--- src/rtl/mac_arbiter.sv ---
// mac_arbiter
//   Shares one signed multiply-accumulate engine among NumReq neurons.
//   A round-robin arbiter grants one requester. The grantee's activations,
//   weights and bias are latched in the grant cycle. The engine then
//   computes sat(sum(actv*w) + bias) at one product per cycle and returns
//   the result over a done/ack handshake.
//
// Ports
//   clk_i       clock, rising edge
//   reset_i     synchronous, active-low reset
//   req_i       per-neuron request (level)
//   actv_i      activations, requester r input k at [(r*NumInputs+k)*DataWidth +: DataWidth]
//   weights_i   weights, same packing as actv_i
//   bias_i      per-requester bias, requester r at [r*DataWidth +: DataWidth]
//   ack_o       one-hot grant pulse; operands latched in that cycle
//   done_o      one-hot; result_o is valid for that requester
//   ack_i       requester accepts its result
//   result_o    saturated signed result
//   busy_o      high whenever the engine is not idle
//   grant_id_o  index of the current or last grantee
module mac_arbiter #(
  parameter int NumReq       = 4,
  parameter int NumInputs    = 4,
  parameter int DataWidth    = 8,
  parameter int WeigthsWidth = DataWidth
) (
  input  logic                                     clk_i,
  input  logic                                     reset_i,
  input  logic [NumReq-1:0]                        req_i,
  input  logic [NumReq*NumInputs*DataWidth-1:0]    actv_i,
  input  logic [NumReq*NumInputs*WeigthsWidth-1:0] weights_i,
  input  logic [NumReq*DataWidth-1:0]              bias_i,
  output logic [NumReq-1:0]                        ack_o,
  output logic [NumReq-1:0]                        done_o,
  input  logic [NumReq-1:0]                        ack_i,
  output logic signed [DataWidth-1:0]              result_o,
  output logic                                     busy_o,
  output logic [$clog2(NumReq > 1 ? NumReq : 2)-1:0] grant_id_o
);

  localparam int GidW  = $clog2(NumReq > 1 ? NumReq : 2);
  localparam int CntW  = $clog2(NumInputs > 1 ? NumInputs : 2);
  localparam int ProdW = DataWidth + WeigthsWidth;
  localparam int AccW  = DataWidth + WeigthsWidth + $clog2(NumInputs + 1) + 1;

  typedef enum logic [1:0] {ST_IDLE, ST_MAC, ST_BIAS, ST_DONE} state_t;

  state_t                          r_state, w_next;
  logic [NumReq-1:0]               r_ack, r_done;
  logic signed [DataWidth-1:0]     r_result;
  logic [GidW-1:0]                 r_gid, r_rr;
  logic signed [AccW-1:0]          r_acc;
  logic [CntW-1:0]                 r_cnt;
  logic signed [DataWidth-1:0]     r_actv [NumInputs];
  logic signed [WeigthsWidth-1:0]  r_w    [NumInputs];
  logic signed [DataWidth-1:0]     r_bias;

  logic                            w_found;
  logic [GidW-1:0]                 w_gnt;
  logic signed [ProdW-1:0]         w_prod;
  logic signed [AccW-1:0]          w_prod_ext, w_bias_ext, w_sum;

  // Round-robin pick: first set request at or after the pointer, wrapping.
  // Returns {found, index}.
  function automatic logic [GidW:0] pick(input logic [NumReq-1:0] req,
                                         input logic [GidW-1:0]   rr);
    logic [GidW:0] res;
    int            idx;
    res = '0;
    for (int i = 0; i < NumReq; i++) begin
      idx = int'(rr) + i;
      if (idx >= NumReq) idx = idx - NumReq;
      if (!res[GidW] && req[idx]) res = {1'b1, GidW'(idx)};
    end
    return res;
  endfunction

  // Clamp the wide accumulator into the signed result range.
  function automatic logic signed [DataWidth-1:0] sat(input logic signed [AccW-1:0] v);
    logic signed [AccW-1:0] hi, lo;
    hi = {{(AccW-DataWidth+1){1'b0}}, {(DataWidth-1){1'b1}}};
    lo = ~hi;
    if (v > hi)      return {1'b0, {(DataWidth-1){1'b1}}};
    else if (v < lo) return {1'b1, {(DataWidth-1){1'b0}}};
    else             return v[DataWidth-1:0];
  endfunction

  assign {w_found, w_gnt} = pick(req_i, r_rr);

  assign w_prod     = r_actv[r_cnt] * r_w[r_cnt];
  assign w_prod_ext = {{(AccW-ProdW){w_prod[ProdW-1]}}, w_prod};
  assign w_bias_ext = {{(AccW-DataWidth){r_bias[DataWidth-1]}}, r_bias};
  assign w_sum      = r_acc + w_bias_ext;

  // State register
  always_ff @(posedge clk_i) begin
    if (!reset_i) r_state <= ST_IDLE;
    else          r_state <= w_next;
  end

  // Next-state logic
  always_comb begin
    w_next = r_state;
    case (r_state)
      ST_IDLE: if (w_found) w_next = ST_MAC;
      ST_MAC:  if (r_cnt == CntW'(NumInputs - 1)) w_next = ST_BIAS;
      ST_BIAS: w_next = ST_DONE;
      ST_DONE: if (ack_i[r_gid]) w_next = ST_IDLE;
      default: w_next = ST_IDLE;
    endcase
  end

  // Outputs
  always_comb begin
    busy_o     = (r_state != ST_IDLE);
    ack_o      = r_ack;
    done_o     = r_done;
    result_o   = r_result;
    grant_id_o = r_gid;
  end

  // Control, accumulator and output registers
  always_ff @(posedge clk_i) begin
    if (!reset_i) begin
      r_ack    <= '0;
      r_done   <= '0;
      r_result <= '0;
      r_gid    <= '0;
      r_acc    <= '0;
      r_cnt    <= '0;
      r_rr     <= '0;
    end else begin
      r_ack <= '0;
      case (r_state)
        ST_IDLE: begin
          if (w_found) begin
            r_ack <= NumReq'(1) << w_gnt;
            r_gid <= w_gnt;
            r_acc <= '0;
            r_cnt <= '0;
          end
        end
        ST_MAC: begin
          r_acc <= r_acc + w_prod_ext;
          r_cnt <= r_cnt + CntW'(1);
        end
        ST_BIAS: begin
          r_acc    <= w_sum;
          r_result <= sat(w_sum);
          r_done   <= NumReq'(1) << r_gid;
        end
        ST_DONE: begin
          if (ack_i[r_gid]) begin
            r_done <= '0;
            if (int'(r_gid) == NumReq - 1) r_rr <= '0;
            else                           r_rr <= r_gid + GidW'(1);
          end
        end
        default: ;
      endcase
    end
  end

  // Operand latch: captured only at the grant, so later input changes
  // and dropped requests cannot disturb a running operation.
  always_ff @(posedge clk_i) begin
    if (r_state == ST_IDLE && w_found) begin
      for (int k = 0; k < NumInputs; k++) begin
        r_actv[k] <= actv_i[(int'(w_gnt)*NumInputs + k)*DataWidth +: DataWidth];
        r_w[k]    <= weights_i[(int'(w_gnt)*NumInputs + k)*WeigthsWidth +: WeigthsWidth];
      end
      r_bias <= bias_i[int'(w_gnt)*DataWidth +: DataWidth];
    end
  end

endmodule

--- config.mk ---
export PLATFORM = sky130hd
export DESIGN_NAME = mac_arbiter
export DESIGN_NICKNAME = d
export VERILOG_FILES = /design/src/rtl/mac_arbiter.sv
export SDC_FILE = /design/constraint.sdc
export NUM_CORES = 1
export LEC_CHECK = 0
export BUFFER_PORTS_ARGS = -buffer_cell sky130_fd_sc_hd__buf_2
export CAP_MARGIN = 20
export CORE_ASPECT_RATIO = 1.4
export CORE_UTILIZATION = 55
export CTS_CLUSTER_SIZE = 10
export DETAILED_ROUTE_END_ITERATION = 10
export GPL_TIMING_DRIVEN = 1
export PLACE_DENSITY = 0.83
export SETUP_SLACK_MARGIN = 0.4
export SLEW_MARGIN = 20
export SYNTH_ARGS = -nofsm -noshare
export SYNTH_HDL_FRONTEND = slang
export SYNTH_SLANG_ARGS = --single-unit
--- constraint.sdc ---
create_clock -name clk_i -period 8.8 [get_ports clk_i]
set_input_delay 1.76 -clock clk_i [delete_from_list [all_inputs] [get_ports clk_i]]
set_output_delay 1.76 -clock clk_i [all_outputs]
set_load 0.005 [all_outputs]
==> results of run 1 <==
-- final timing paths --
check | to | slack (ns) | cells past startpoint
max reg2reg | r_acc[18] | 2.24 | 18
min reg2reg | result_o[1] | 0.49 | 2
min | result_o[1] | 0.49 | 2
max | r_acc[18] | 2.24 | 18
-- cell usage in the layout (no fill, tap or decap), types with 20 or more instances in the layout --
| master | n |
|---|---|
| a211oi_1 | 82 |
| a21oi_1 | 36 |
| a31oi_1 | 76 |
| and2_1 | 109 |
| buf_2 | 316 |
| clkbuf_16 | 20 |
| dfxtp_1 | 45 |
| edfxtp_1 | 72 |
| fa_1 | 89 |
| ha_1 | 76 |
| inv_1 | 129 |
| nand2_1 | 207 |
| nand3_1 | 21 |
| nor2_1 | 46 |
| o21ai_0 | 25 |
-- final cells by class --
type                    count  area (um^2)
diodes                      6         15.0
flip-flops and latches    118         3080
inverters                 129          484
clock buffers              22          518
multi-input cells         973         7780
clock inverters            10          103
repair buffers            322         1630
fillers                  1612         6620
well taps                 256          320
-- per-stage QoR --
stage | hold slack, ns | cell area, um^2 | cells
2_1_floorplan | 0.454 | 11600 | 1293
3_3_place_gp | 0.466 | 13300 | 1798
3_5_place_dp | 0.477 | 13300 | 1798
4_1_cts | 0.489 | 13900 | 1830
5_1_grt | 0.504 | 13900 | 1836
6_report | 0.486 | 13900 | 1836
-- state kept, by name (all words and copies together) (netlist names), named ones only --
register / flops
result_o: 8
grant_id_o: 2
r_rr: 2
r_actv: 32
r_w: 32
r_cnt: 2
ack_o: 4
r_bias: 8
r_state: 2
r_acc: 20
done_o: 4
-- metal layers --
metal / share of wire / vias up / GRT usage / routed length (um)
li1: - / 5082 / - / -
met1: 0.35 / 5205 / 0.359 / 12700
met2: 0.51 / 523 / 0.600 / 18300
met3: 0.091 / 110 / 0.0978 / 3300
met4: 0.051 / 0 / 0.191 / 1850
met5: 0 / - / 0 / 0
-- logic make-up (layout without fill, tap and decap cells) --
kind of cell | Yosys count | count (layout) | synth area share
xor gates and xnor gates | 30 | 30 | 0.0227
AOI/OAI and AO/OA | 305 | 305 | 0.185
and+or+nand+nor | 449 | 449 | 0.186
adders and majority gates | 165 | 165 | 0.236
DFF | 118 | 118 | 0.266
other | 0 | 6 | 0
muxes | 24 | 24 | 0.0381
buffers and inverters | 202 | 483 | 0.0659
-- worst register-to-register path, stage by stage, from the launching register on --
cell,delay (ns)
dfxtp_1,0.74
mux4_2,0.44
and2_1,0.63
inv_1,0.15
fa_1,0.54
inv_1,0.07
fa_1,0.54
fa_1,0.44
fa_1,0.57
fa_1,0.42
ha_1,0.31
o21a_1,0.16
o21ai_0,0.14
a211oi_1,0.35
nor3_1,0.13
o31ai_1,0.31
xor2_1,0.11
a222oi_1,0.23
nor3_1,0.09
==> metrics.yaml, run 1 <==
critical_path:
  critPathTopFamily: "adder cells"
  crit_chain: "mux4_2, and2_1, inv_1, fa_1, inv_1, fa_1, fa_1, fa_1, fa_1, ha_1, o21a_1, o21ai_0, a211oi_1, nor3_1, o31ai_1, xor2_1, a222oi_1, nor3_1"
  worst-path-buf-inv: 2
  required_ns: 9.06
  cp_common_cell: "fa_1"
  cp_data_arrival_time_ns: 6.82
  cpPeakStageDelay_ns: 0.74
  end_kind: "flop"
  slowest_stage: "dfxtp_1"
  cp-start-kind: "flop"
  path_class: "reg -> reg"
  path_max_fanout: 17
floorplan:
  die_w_um: 125
  rows: 62
  die-area_mm2: 0.0217
  io_pins: 317
  start_util: 0.563
  dieHeight_um: 174
  core-area_mm2: 0.0206
outcome:
  status: "finished clean"
sta:
  tightest_slew_ns: 1.07
  slew_headroom: 0.288
  final.setup.worst_slack_ns: 2.24
  final_hold_viol_count: 0
  setup_viol: 0
  fin_worst_skew_ns: 0.0112
  drv_slew: 0
  setup-tns-final_ns: 0
  min_period_over_period: 0.745
  period_needed_ns: 6.56
  rsz0062_at_grt: "no"
  fmax_mhz: 153
cts:
  cts_tree: "built"
  post_cts_resized: 0
  insertion_delay_ns: 0.43
  clk_pin_slew_ns: 0.06
  cts_buffers: 17
  cts_buffer_depth: 2
  post_cts_buffers: 0
  clock-root-buffer: "clkbuf_16"
  htreeDepth: 4
  ctsHoldBuffers: 0
  clock-sinks: 118
finish:
  nets: 2024
  area_growth_pct: 20.3
  fin_util: 0.678
  drive_gt1_frac: 0.250
global_routing:
  grt_overflow: 0
  grtUsageTotal: 0.339
  grt_pass1_vias: 11100
  grt_antenna_before_repair: 8
  grt_first_pass_wirelength_um: 56600
  grt_max_degree: 96
min_path:
  min_from: "result_o[1]"
  hp-class: "reg -> reg"
routing:
  vias: 10900
  routedWlPerCell_um: 19.7
  initialDrtViolationCount: 610
  drt_wl_total_um: 36100
  routed_via_density: 5.95
  post-route-drc-count: 0
  drt-pass1-iter-count: 6
  drtAntennaViolNets: 0
synthesis:
  synthArstFlopShare: 0
  ys_seq_area_frac: 0.266
  avgSynthCellArea_um2: 8.96
  syn_area_mm2: 0.0116
  synth_top_area_frac: 0.187
  syn_nets: 1756
  syn_inst: 1293
  synth.top_cells.by_count: "207 x nand2_1, 129 x inv_1, 109 x and2_1"
  synth_cell_types: 69
  yosysWarningCount: 0
  ys_ff_latch: 118
  synth-edff-count: 72
  synth_most_common_cell: "nand2_1"
  synth_top_area_cell: "edfxtp_1"
  ys.flop_type: "edfxtp_1"
  synth.area.top_cells: "edfxtp_1 19%, fa_1 15%, ha_1 8.2%"
place:
  pre_cts_ws_ns: 1.95
  port_buffers: 316
  dp_hpwl_um: 28600
  gp_congestion: 0.961
flow_run:
  maxCapViolCount: 0
Power of run 1 is left out: the tool's default activity adds up to more than one toggle a clock period on the data nets, which glitch-free logic cannot reach.
==> inputs of run 2 (changes only) <==
==> constraint.sdc (replaced) <==
create_clock -name clk_i -period 6.44 [get_ports clk_i]
set_input_delay 1.288 -clock clk_i [delete_from_list [all_inputs] [get_ports clk_i]]
set_output_delay 1.288 -clock clk_i [all_outputs]
set_load 0.005 [all_outputs]
==> metrics.yaml, run 2 (synthesis results as in run 1) <==
outcome:
  status: "finished clean"  # unchanged
routing:
  post-route-drc-count: 0  # unchanged
  initialDrtViolationCount: 741  # was 610
  drtAntennaViolNets: 0  # unchanged
  routedWlPerCell_um: 20.0  # was 19.7 um
  routed_via_density: 5.94  # was 5.95
  drt_wl_total_um: 36800  # was 36100 um
  drt-pass1-iter-count: 7  # was 6
  vias: 10900  # about the same
finish:
  layout_commonest_cell: "buf_2"  # unchanged
  top_regs: "r_actv (32), r_w (32), r_acc (20)"  # unchanged
  final_cell_mix: "316 x buf_2, 207 x nand2_1, 127 x inv_1, 107 x and2_1, 88 x fa_1"  # was 316 x buf_2, 207 x nand2_1, 129 x inv_1, 109 x and2_1, 89 x fa_1
  nets: 2029  # was 2024
  fin_util: 0.683  # was 0.678
  area_growth_pct: 21.3  # was 20.3%
  drive_gt1_frac: 0.260  # was 0.250
floorplan:
  dieHeight_um: 174  # unchanged
  core-area_mm2: 0.0206  # unchanged
  io_pins: 317  # unchanged
  start_util: 0.563  # unchanged
  die-area_mm2: 0.0217  # unchanged
  rows: 62  # unchanged
  die_w_um: 125  # unchanged
place:
  gp_congestion: 0.997  # was 0.961
  dp_hpwl_um: 29500  # was 28600 um
  pre_cts_ws_ns: 0.253  # was 1.95 ns
  port_buffers: 316  # unchanged
sta:
  setup_viol: 0  # unchanged
  fin_worst_skew_ns: 0.00804  # was 0.0112 ns
  fmax_mhz: 170  # was 153 MHz
  setup-tns-final_ns: 0  # unchanged
  final_hold_viol_count: 0  # unchanged
  tightest_slew_ns: 1.03  # was 1.07 ns
  period_needed_ns: 5.88  # was 6.56 ns
  min_period_over_period: 0.914  # was 0.745
  rsz0062_at_grt: "no"  # unchanged
  final.setup.worst_slack_ns: 0.556  # was 2.24 ns
  drv_slew: 0  # unchanged
  slew_headroom: 0.311  # was 0.288
  holdWs_ns: 0.486  # about the same
cts:
  cts_buffer_depth: 2  # unchanged
  clock-root-buffer: "clkbuf_16"  # unchanged
  insertion_delay_ns: 0.42  # was 0.43 ns
  cts_tree: "built"  # unchanged
  clock-sinks: 118  # unchanged
  clk_pin_slew_ns: 0.06  # about the same
  htreeDepth: 4  # unchanged
  cts_buffers: 17  # unchanged
  ctsHoldBuffers: 0  # unchanged
critical_path:
  rr_worst_depth: 21  # was 18
  crit_chain: "buf_6, mux4_2, and2_1, buf_4, fa_1, inv_1, fa_1, fa_1, inv_1, fa_1, ha_1, ha_1, a21o_1, a21o_1, nand2_1, o21ai_1, nor3_2, o31ai_1, xor2_1, a222oi_1, nor3_1"  # was mux4_2, and2_1, inv_1, fa_1, inv_1, fa_1, fa_1, fa_1, fa_1, ha_1, o21a_1, o21ai_0, a211oi_1, nor3_1, o31ai_1, xor2_1, a222oi_1, nor3_1
  slowest_stage: "mux4_2"  # was dfxtp_1
  path_class: "reg -> reg"  # unchanged
  required_ns: 6.74  # was 9.06 ns
  r2r-end: "r_acc[18]"  # unchanged
  path_max_fanout: 12  # was 17
  end_kind: "flop"  # unchanged
  cp_data_arrival_time_ns: 6.18  # was 6.82 ns
  cp-start-kind: "flop"  # unchanged
  cpPeakStageDelay_ns: 0.60  # was 0.74 ns
  r2r_slack_ns: 0.56  # was 2.24 ns
  cp_common_cell: "fa_1"  # unchanged
global_routing:
  grtUsageTotal: 0.345  # was 0.339
  grt_first_pass_wirelength_um: 57600  # was 56600 um
  grt_pass1_vias: 11100  # about the same
  grt_antenna_before_repair: 2  # was 8
  use_met1: 0.391  # was 0.359
  grtUsageMet3: 0.0636  # was 0.0978
  gr-usage-met2: 0.609  # was 0.600
  grt_max_degree: 137  # was 96
  grt_overflow: 0  # unchanged
  busiest_layer: "met2"  # unchanged
min_path:
  hp-class: "reg -> reg"  # unchanged
  holdPathStages: 2  # unchanged
  hold_end: "result_o[2]"  # was result_o[1]
  min_from: "result_o[2]"  # was result_o[1]
flow_run:
  maxCapViolCount: 0  # unchanged
run 2: area by class of cell:
class / count / area (um^2)
Inverter: 129 / 488
Clock inverter: 9 / 71.3
Tap cell: 256 / 320
Antenna cell: 2 / 5.00
Timing Repair Buffer: 327 / 1710
Multi-Input combinational cell: 973 / 7820
Sequential cell: 118 / 3090
Fill cell: 1603 / 6510
Clock buffer: 23 / 544
run 2: what timing repair did:
item / in CTS / in global routing
gates cloned: 0 / 0
pin swaps: 0 / 3
gates resized for setup: 4 / 13
buffers inserted: 0 / 0
hold endpoints to repair: 0 / 0
endpoints found under the setup margin: 4 / 6
run 2: layer usage:
| metal | vias to the layer above | routed length [um] |
|---|---|---|
| met3 | 100 | 2250 |
| met1 | 5279 | 13900 |
| met4 | 0 | 1960 |
| met5 | - | 0 |
| met2 | 447 | 18700 |
| li1 | 5091 | - |
run 2: worst max path at each step:
| stage | start | to | slack, ns |
|---|---|---|---|
| 2_1_floorplan | flop | r_acc[19] | 0.47 |
| 3_5_place_dp | flop | r_acc[19] | 0.25 |
| 6_report | flop | r_acc[18] | 0.56 |
| 4_1_cts | flop | r_acc[19] | 0.42 |
| 5_1_grt | flop | r_acc[18] | 0.38 |
| 3_3_place_gp | flop | r_acc[17] | 0.38 |
run 2: per-stage QoR:
step / cell area [um^2] / cells
2_1_floorplan: 11600 / 1293
3_3_place_gp: 13400 / 1803
3_5_place_dp: 13400 / 1803
4_1_cts: 14000 / 1835
5_1_grt: 14000 / 1837
6_report: 14000 / 1837
run 2: critical path: cells and delay by family (launching register included):
family	cells	cell delay, ns
fa+ha+maj	6	2.64
compound gates	5	0.89
simple gates	4	0.61
mux	1	0.60
buf+inv	4	0.49
flops	1	0.40
xor+xnor	1	0.15
Power of run 2 is left out for the same reason.
